==> src/rtl/xbar_cfg_pkg.sv <==
// Shared types and constants for the crossbar configuration loader.
// Frame states, rejection codes and default geometry of one LUT tile crossbar.
package xbar_cfg_pkg;

   localparam int DEF_NUM_IN  = 18;
   localparam int DEF_NUM_OUT = 20;
   localparam int DEF_SEL_W   = 5;
   localparam int DEF_EPOCH_W = 8;
   localparam int CFG_W       = DEF_NUM_OUT * DEF_SEL_W;

   typedef enum logic [1:0] {
      LOAD   = 2'd0,
      DRAIN  = 2'd1,
      COMMIT = 2'd2
   } state_t;

   localparam logic [1:0] ERR_NONE  = 2'd0;
   localparam logic [1:0] ERR_SEL   = 2'd1;
   localparam logic [1:0] ERR_SHORT = 2'd2;
   localparam logic [1:0] ERR_LONG  = 2'd3;

endpackage

==> src/rtl/xbar_cfg_shadow.sv <==
// Shadow select store written one output at a time, plus the active register
// that is only ever loaded from the shadow as a whole.
module xbar_cfg_shadow #(
   parameter int NUM_OUT = 20,
   parameter int SEL_W   = 5,
   parameter int IDX_W   = 5
) (
   input  logic                     clk,
   input  logic                     reset,
   input  logic                     we,
   input  logic [IDX_W-1:0]         idx,
   input  logic [SEL_W-1:0]         sel,
   input  logic                     commit,
   output logic [NUM_OUT*SEL_W-1:0] active
);

   logic [NUM_OUT*SEL_W-1:0] shadow;

   always_ff @(posedge clk or posedge reset) begin
      if (reset) begin
         shadow <= '0;
         active <= '0;
      end else begin
         for (int k = 0; k < NUM_OUT; k++) begin
            if (we && idx == IDX_W'(k)) shadow[k*SEL_W +: SEL_W] <= sel;
         end
         // Writes and commits never coincide, so active always sees a complete frame.
         if (commit) active <= shadow;
      end
   end

endmodule

==> src/rtl/xbar_cfg_loader.sv <==
// Streams a crossbar select frame into a shadow store, validates length and
// select range, and commits it atomically to io_mux_configs.
module xbar_cfg_loader
   import xbar_cfg_pkg::*;
#(
   parameter int NUM_IN  = DEF_NUM_IN,
   parameter int NUM_OUT = DEF_NUM_OUT,
   parameter int SEL_W   = DEF_SEL_W,
   parameter int EPOCH_W = DEF_EPOCH_W
) (
   input  logic                     clk,
   input  logic                     reset,
   input  logic                     cfg_valid,
   output logic                     cfg_ready,
   input  logic [SEL_W-1:0]         cfg_sel,
   input  logic                     cfg_last,
   input  logic                     cfg_abort,
   output logic [NUM_OUT*SEL_W-1:0] io_mux_configs,
   output logic                     cfg_done,
   output logic                     cfg_err,
   output logic [1:0]               cfg_err_code,
   output logic                     cfg_loaded,
   output logic [EPOCH_W-1:0]       cfg_epoch
);

   localparam int IDX_W = $clog2(NUM_OUT);

   // Handshake: a beat transfers on any edge where cfg_valid && cfg_ready;
   // cfg_ready depends only on state, never on cfg_valid.
   state_t           state, state_n;
   logic [IDX_W-1:0] idx, idx_n;
   logic             bad, bad_n;
   logic             done_n, err_n, we, commit;
   logic [1:0]       code_n;
   logic             accept, sel_bad, at_end;

   assign cfg_ready = (state != COMMIT);
   assign accept    = cfg_valid && cfg_ready;
   assign sel_bad   = ({1'b0, cfg_sel} >= (SEL_W+1)'(NUM_IN));
   assign at_end    = (idx == IDX_W'(NUM_OUT-1));

   always_comb begin
      state_n = state;
      idx_n   = idx;
      bad_n   = bad;
      done_n  = 1'b0;
      err_n   = 1'b0;
      code_n  = ERR_NONE;
      we      = 1'b0;
      commit  = 1'b0;
      unique case (state)
         LOAD: begin
            if (cfg_abort) begin
               idx_n = '0;
               bad_n = 1'b0;
            end else if (accept) begin
               we    = 1'b1;
               bad_n = bad | sel_bad;
               if (cfg_last && at_end) begin
                  state_n = COMMIT;
               end else if (cfg_last) begin
                  // An illegal select outranks the length problem.
                  err_n  = 1'b1;
                  code_n = (bad | sel_bad) ? ERR_SEL : ERR_SHORT;
                  idx_n  = '0;
                  bad_n  = 1'b0;
               end else if (at_end) begin
                  state_n = DRAIN;
               end else begin
                  idx_n = idx + IDX_W'(1);
               end
            end
         end
         DRAIN: begin
            if (cfg_abort) begin
               state_n = LOAD;
               idx_n   = '0;
               bad_n   = 1'b0;
            end else if (accept && cfg_last) begin
               err_n   = 1'b1;
               code_n  = bad ? ERR_SEL : ERR_LONG;
               state_n = LOAD;
               idx_n   = '0;
               bad_n   = 1'b0;
            end
         end
         COMMIT: begin
            if (bad) begin
               err_n  = 1'b1;
               code_n = ERR_SEL;
            end else begin
               commit = 1'b1;
               done_n = 1'b1;
            end
            state_n = LOAD;
            idx_n   = '0;
            bad_n   = 1'b0;
         end
         default: begin
            state_n = LOAD;
            idx_n   = '0;
            bad_n   = 1'b0;
         end
      endcase
   end

   always_ff @(posedge clk or posedge reset) begin
      if (reset) begin
         state        <= LOAD;
         idx          <= '0;
         bad          <= 1'b0;
         cfg_done     <= 1'b0;
         cfg_err      <= 1'b0;
         cfg_err_code <= ERR_NONE;
         cfg_loaded   <= 1'b0;
         cfg_epoch    <= '0;
      end else begin
         state        <= state_n;
         idx          <= idx_n;
         bad          <= bad_n;
         cfg_done     <= done_n;
         cfg_err      <= err_n;
         cfg_err_code <= code_n;
         if (commit) begin
            cfg_loaded <= 1'b1;
            cfg_epoch  <= cfg_epoch + EPOCH_W'(1);
         end
      end
   end

   xbar_cfg_shadow #(
      .NUM_OUT (NUM_OUT),
      .SEL_W   (SEL_W),
      .IDX_W   (IDX_W)
   ) u_shadow (
      .clk     (clk),
      .reset   (reset),
      .we      (we),
      .idx     (idx),
      .sel     (cfg_sel),
      .commit  (commit),
      .active  (io_mux_configs)
   );

endmodule
==> config.mk <==
export PLATFORM = sky130hd
export DESIGN_NAME = xbar_cfg_loader
export DESIGN_NICKNAME = d
export VERILOG_FILES = /design/src/rtl/xbar_cfg_pkg.sv /design/src/rtl/xbar_cfg_shadow.sv /design/src/rtl/xbar_cfg_loader.sv
export SDC_FILE = /design/constraint.sdc
export NUM_CORES = 1
export LEC_CHECK = 0
export BUFFER_PORTS_ARGS = -buffer_cell sky130_fd_sc_hd__buf_2
export CORE_MARGIN = 3
export CORE_UTILIZATION = 55
export DETAILED_ROUTE_END_ITERATION = 16
export PLACE_DENSITY = 0.78
export SETUP_SLACK_MARGIN = 0.2
export SYNTH_ARGS = -nofsm -noshare
export SYNTH_HDL_FRONTEND = slang
export SYNTH_SLANG_ARGS = --single-unit
==> constraint.sdc <==
create_clock -name clk -period 10.04 [get_ports clk]
set_input_delay 3.012 -clock clk [delete_from_list [all_inputs] [get_ports clk]]
set_output_delay 3.012 -clock clk [all_outputs]
set_load 0.01 [all_outputs]
# Word-level counts from Yosys, hierarchy flattened
# Cells that the tools add are included.
# W data, S select, Z words.
[op_classes]
add_sub_neg = 2
n_mul = 0
div_mod_pow = 0
order_cmp = 1
eq_ne = 30
shift = 0
n_mux = 46
bitwise = 1
n_reduce_logical = 28
[ops]
columns = ["op", "count"]
rows = [
  ["$eq A5 B4 Y1 const B", 8],
  ["$mux W5", 7],
  ["$mux W2", 15],
  ["$logic_and A1 B1 Y1", 23],
  ["$eq A5 B3 Y1 const B", 4],
  ["$eq A5 B5 Y1 const B", 4],
  ["$mux W1", 19],
  ["$ne A3 B3 Y1 const B", 5],
  ["$eq A5 B2 Y1 const B", 2],
  ["$pmux W5 S2", 1],
  ["$add A8 B1 Y8 const B", 1],
  ["$ne A2 B2 Y1 const B", 3],
  ["$pmux W2 S3", 1],
  ["$add A5 B1 Y5 const B", 1],
  ["$eq A5 B1 Y1 const B", 1],
  ["$ge A5 B5 Y1 const B", 1],
  ["$logic_not A5 Y1", 1],
  ["$reduce_and A5 Y1", 1],
  ["$ne A4 B4 Y1 const B", 1],
  ["$pmux W2 S2", 1],
  ["$reduce_and A4 Y1", 1],
  ["$pmux W1 S3", 1],
  ["$eq A2 B1 Y1 const B", 1],
  ["$eq A2 B2 Y1 const B", 1],
  ["4 further kinds", 4],
]
[word_totals]
reg_bits = 221
latch_bits = 0
ramBits = 0
romBits = 0
memories = 0

# Depth between registers and ports, before layout
[logic_depth]
depth_word = 8
ltp_mapped = 7

# Cells and area by module
# From an unflattened synthesis, not the netlist that was laid out.
[unflattened]
hier_cells = 544
area_unflattened_um2 = 8620.8
[modules_own_cells]
columns = ["mod", "n_inst", "cells_each", "area_per_inst_um2", "seq_area_each_um2"]
rows = [
  ["xbar_cfg_shadow", 1, 453, 7576.0, 5004.8],
  ["xbar_cfg_loader", 1, 91, 1044.8, 525.5],
]

# Least setup slack after synthesis
# Ideal clock, no wire load.
[synth_path]
kind = "input port to flip-flop"
from = "in cfg_valid"
to = "reg u_shadow.shadow[80]"
setup_time_ns = 0.125
arrival_time_ns = 4.201
path_slack_ns = 5.714
stages = 5
path_cell_list = "buf_4 -> or4b_1 -> nor2_1 -> nand2_1 -> mux2_2"
[synth_via]
elab_chain_cells = 5
[synth_rtl]
columns = ["item", "line", "source"]
rows = [
  ["start, declared", "xbar_cfg_loader.sv:13", "input logic cfg_valid,"],
  ["$logic_and A1 B1 Y1", "xbar_cfg_loader.sv:38", "assign accept = cfg_valid && cfg_ready;"],
  ["$mux W1", "xbar_cfg_loader.sv:56", "end else if (accept) begin"],
  ["$mux W1", "xbar_cfg_loader.sv:53", "if (cfg_abort) begin"],
  ["$mux W1", "xbar_cfg_loader.sv:51", "unique case (state)"],
  ["$logic_and A1 B1 Y1", "xbar_cfg_shadow.sv:25", "if (we && idx == IDX_W'(k)) shadow[k*SEL_W +: SEL_W] <= sel;"],
  ["end signal, assigned by index", "xbar_cfg_shadow.sv:25", ""],
  ["end, declared", "xbar_cfg_shadow.sv:17", "logic [NUM_OUT*SEL_W-1:0] shadow;"],
]
# No other way between the ends.
# A chain may end at the register's enable or synchronous reset.

# Worst setup path in the final report
[layout_path]
from = "reg state[0]"
to = "out cfg_ready"
[layout_via]
elab_chain_cells = 1
[layout_rtl]
columns = ["item", "line", "source"]
rows = [
  ["start, declared", "xbar_cfg_loader.sv:30", "state_t state, state_n;"],
  ["start signal, assigned", "xbar_cfg_loader.sv:118", "state <= state_n;"],
  ["$ne A2 B2 Y1", "xbar_cfg_loader.sv:37", "assign cfg_ready = (state != COMMIT);"],
  ["end, declared", "xbar_cfg_loader.sv:14", "output logic cfg_ready,"],
]
# No other way between the ends.

==> key figures <==
Status
  • Status: finished, final reports clean

Logic synthesis
  • Number of flops mapped to enable cells by yosys: 0
  • Most frequent cells after synthesis: dfrtp_1 (221), mux2_2 (201), nand2_1 (19)
  • Post-Syn Area: 8580 µm²
  • #FFs+latches synth: 221
  • Top cell type's share of synthesized area: 0.645
  • Top FF cell, synth: dfrtp_1
  • Synth area leader: dfrtp_1
  • Mean Syn Cell Area: 15.5 µm²
  • Part of the Yosys area used for sequential elements: 0.645
  • Ys async rst share: 1.00
  • Most common cell in the netlist: dfrtp_1
  • Mapped Nets: 568
  • Yosys warns: 0
  • Post-synthesis cell count: 552
  • Top area cells in the synthesized netlist: dfrtp_1 (64%), mux2_2 (26%), ha_1 (0.88%), nand2_1 (0.83%), buf_2 (0.82%)
  • Cell variety after synth: 37

Final layout
  • Post-layout util: 0.669
  • Share of layout cells above drive strength 1: 0.545
  • Design area: 10200 µm²
  • Layout area overhead: 18.6%
  • Layout net count: 692
  • Number of standard cells in the final layout excluding fillers: 882

Critical path
  • Critical path type: reg2out
  • Largest stage delay on the critical path: 0.57 ns
  • Worst Reg-to-Reg Cells: 4
  • FF-to-FF setup slack: 7.93 ns
  • Crit end category: primary output
  • RR Endpoint: u_shadow.shadow[72]
  • Crit start category: flip-flop
  • Crit-path slowest cell: dfrtp_1
  • CP required: 7.03 ns
  • CP cell instances: nand2b_1 > buf_2
  • RR Startpoint: state[0]
  • CP arrival: 1.45 ns
  • Maximum fanout along the worst path: 12

Clock network
  • Gates resized, CTS repair: 0
  • Clk_lat worst skew: 0.50 ns
  • CTS H-tree depth: 1
  • Hold-fix buffers, CTS: 0
  • CTS buffer count: 23
  • Clock Sinks: 221
  • Clock transition at path regs: 0.06 ns
  • Root Driver: clkbuf_16
  • CTS Buffer Depth: 3
  • CTS tree: done
  • Postcts setup bufs: 0

Hold path
  • WHS Path Cells: 1
  • Hold Crit Start: cfg_loaded
  • Worst Hold Class: reg2reg
  • Hold endpoint: cfg_loaded

Routing
  • Via count: 4897
  • Post-DRT Antenna Nets: 0
  • Drc violations: 0
  • Via density: 5.55
  • Drt initial violations: 224
  • DR pass1 iterations: 4
  • WL final: 17300 µm
  • Detail-routed net length per standard cell: 19.6 µm

Timing
  • RSZ-0062 raised after global routing: no
  • Setup violators final: 0
  • Post-route setup TNS: 0 ns
  • Final number of max-transition violations: 0
  • Final min period: 4.46 ns
  • Slew HR: 0.298
  • Fin. Hold Viols: 0
  • Maximum clock rate: 224 MHz
  • Worst-Margin Slew: 1.05 ns
  • Final critical-path share of the clock period: 0.444
  • Worst hold margin: 0.461 ns
  • Clk_skew: 0.0200 ns

Placement
  • Placed Cells: 839
  • I/O Buffers: 123
  • GP Congestion: 0.850
  • DP HPWL: 10900 µm
  • Post-DP Area: 9340 µm²

Power
  • Sw power: 388 µW
  • Worst vdd ir: 0.121 mV
  • Logic pwr share: 0.027
  • Leak: 5.52 nW
  • Reg power frac: 0.486
  • Internal power: 1.49 mW
  • Clock share of power: 0.487
  • Switching share of power: 0.206
  • Power Density: 185 nW/µm²

Floorplanning
  • Cell Rows: 45
  • I/O pins: 124
  • Core region area: 15200 µm²
  • Die area: 17100 µm²
  • Initial Util: 0.564
  • Die H: 131 µm
  • Chip Width: 131 µm

GRT
  • Gr usage total: 0.203
  • Vias in the first global route: 5101
  • First-pass GRT wire length: 27300 µm
  • Antenna violations before repair: 0
  • Total congestion overflow: 0
  • Largest net degree at the start of global routing: 137

Run
  • Max_cap viols: 0
registers in the layout, indices dropped and copies added, names as in the netlist:
signal	cells
cfg_epoch	8
idx	5
cfg_done	1
cfg_loaded	1
state	2
cfg_err	1
u_shadow.shadow	100
cfg_err_code	2
bad	1
u_shadow.active	100
layout make-up:
cell class | count | area (µm²)
Inverter | 5 | 26.3
Clock buffer | 27 | 621
Antenna cell | 1 | 2.50
Clock inverter | 15 | 210
Sequential cell | 221 | 5530
Tap cell | 188 | 235
Timing Repair Buffer | 126 | 638
Fill cell | 1055 | 5030
Multi-Input combinational cell | 299 | 2910
layer usage:
metal,track usage,wire length (µm)
met3,0.0390,971
met4,0.0484,251
met1,0.283,7780
met5,0,0
met2,0.335,8270
cells in the final DEF, fill, tap and decap left out, types with 2 or more instances in the layout:
cell type  netlist  final
clkinv_2         0      7
dfrtp_1        221    221
nor3b_4          2      2
xor2_1           2      2
clkbuf_8         0      3
buf_2           14    123
xnor2_1          5      5
mux2_2         201    201
bufinv_16        0      5
a21oi_1          6      6
nand2b_1         4      4
ha_1             6      6
clkbuf_16        0     23
nor4_1           2      2
nor3b_2          1      2
and3_1           2      2
nand3_1         10     10
o21ai_0          6      6
buf_4            1      3
inv_1            5      4
nor2_1           7      7
nand4_1          5      5
or2_2            2      2
and2_1           3      3
nand2_1         19     19
cell families after synthesis:
logic type | synth area share
DFF | 0.645
and+or+nand+nor | 0.0462
xor gates and xnor gates | 0.00715
muxes | 0.264
adders and majority gates | 0.00875
AOI/OAI and AO/OA | 0.0127
buffers and inverters | 0.0165
worst max-delay path by stage:
stage / start / end / slack [ns] / cells past startpoint
3_3_place_gp: reset / u_shadow.active[1] / 5.16 / 3
3_5_place_dp: reset / u_shadow.active[80] / 5.06 / 3
4_1_cts: state[0] / cfg_ready / 5.57 / 2
2_1_floorplan: reset / bad / 0.98 / 1
6_report: state[0] / cfg_ready / 5.58 / 2
5_1_grt: reset / u_shadow.active[89] / 5.32 / 3
power by group through the flow:
| stage | combinational, mW | clock (mW) | sequential (mW) |
|---|---|---|---|
| after global routing | 0.0586 | 0.970 | 0.914 |
| after detailed placement | 0.0531 | 0 | 0.929 |
| after floorplan | 0.0374 | 0 | 0.926 |
| after global placement | 0.0509 | 0 | 0.929 |
| final | 0.0515 | 0.916 | 0.913 |
| after CTS | 0.0533 | 0.930 | 0.913 |
per-stage QoR:
| step | worst slack [ns] | power (mW) |
|---|---|---|
| after CTS | 5.57 | 1.90 |
| final | 5.58 | 1.88 |
| after floorplan | 0.979 | 0.964 |
| after detailed placement | 5.06 | 0.982 |
| after global placement | 5.16 | 0.979 |
| after global routing | 5.32 | 1.94 |
worst max-delay path, delay by kind of cell (launching register included):
kind,cells,cell delay [ns]
and+or+nand+nor,1,0.22
DFF,1,0.57
buffers and inverters,1,0.15
No activity file was read; power rests on OpenSTA's default activity.
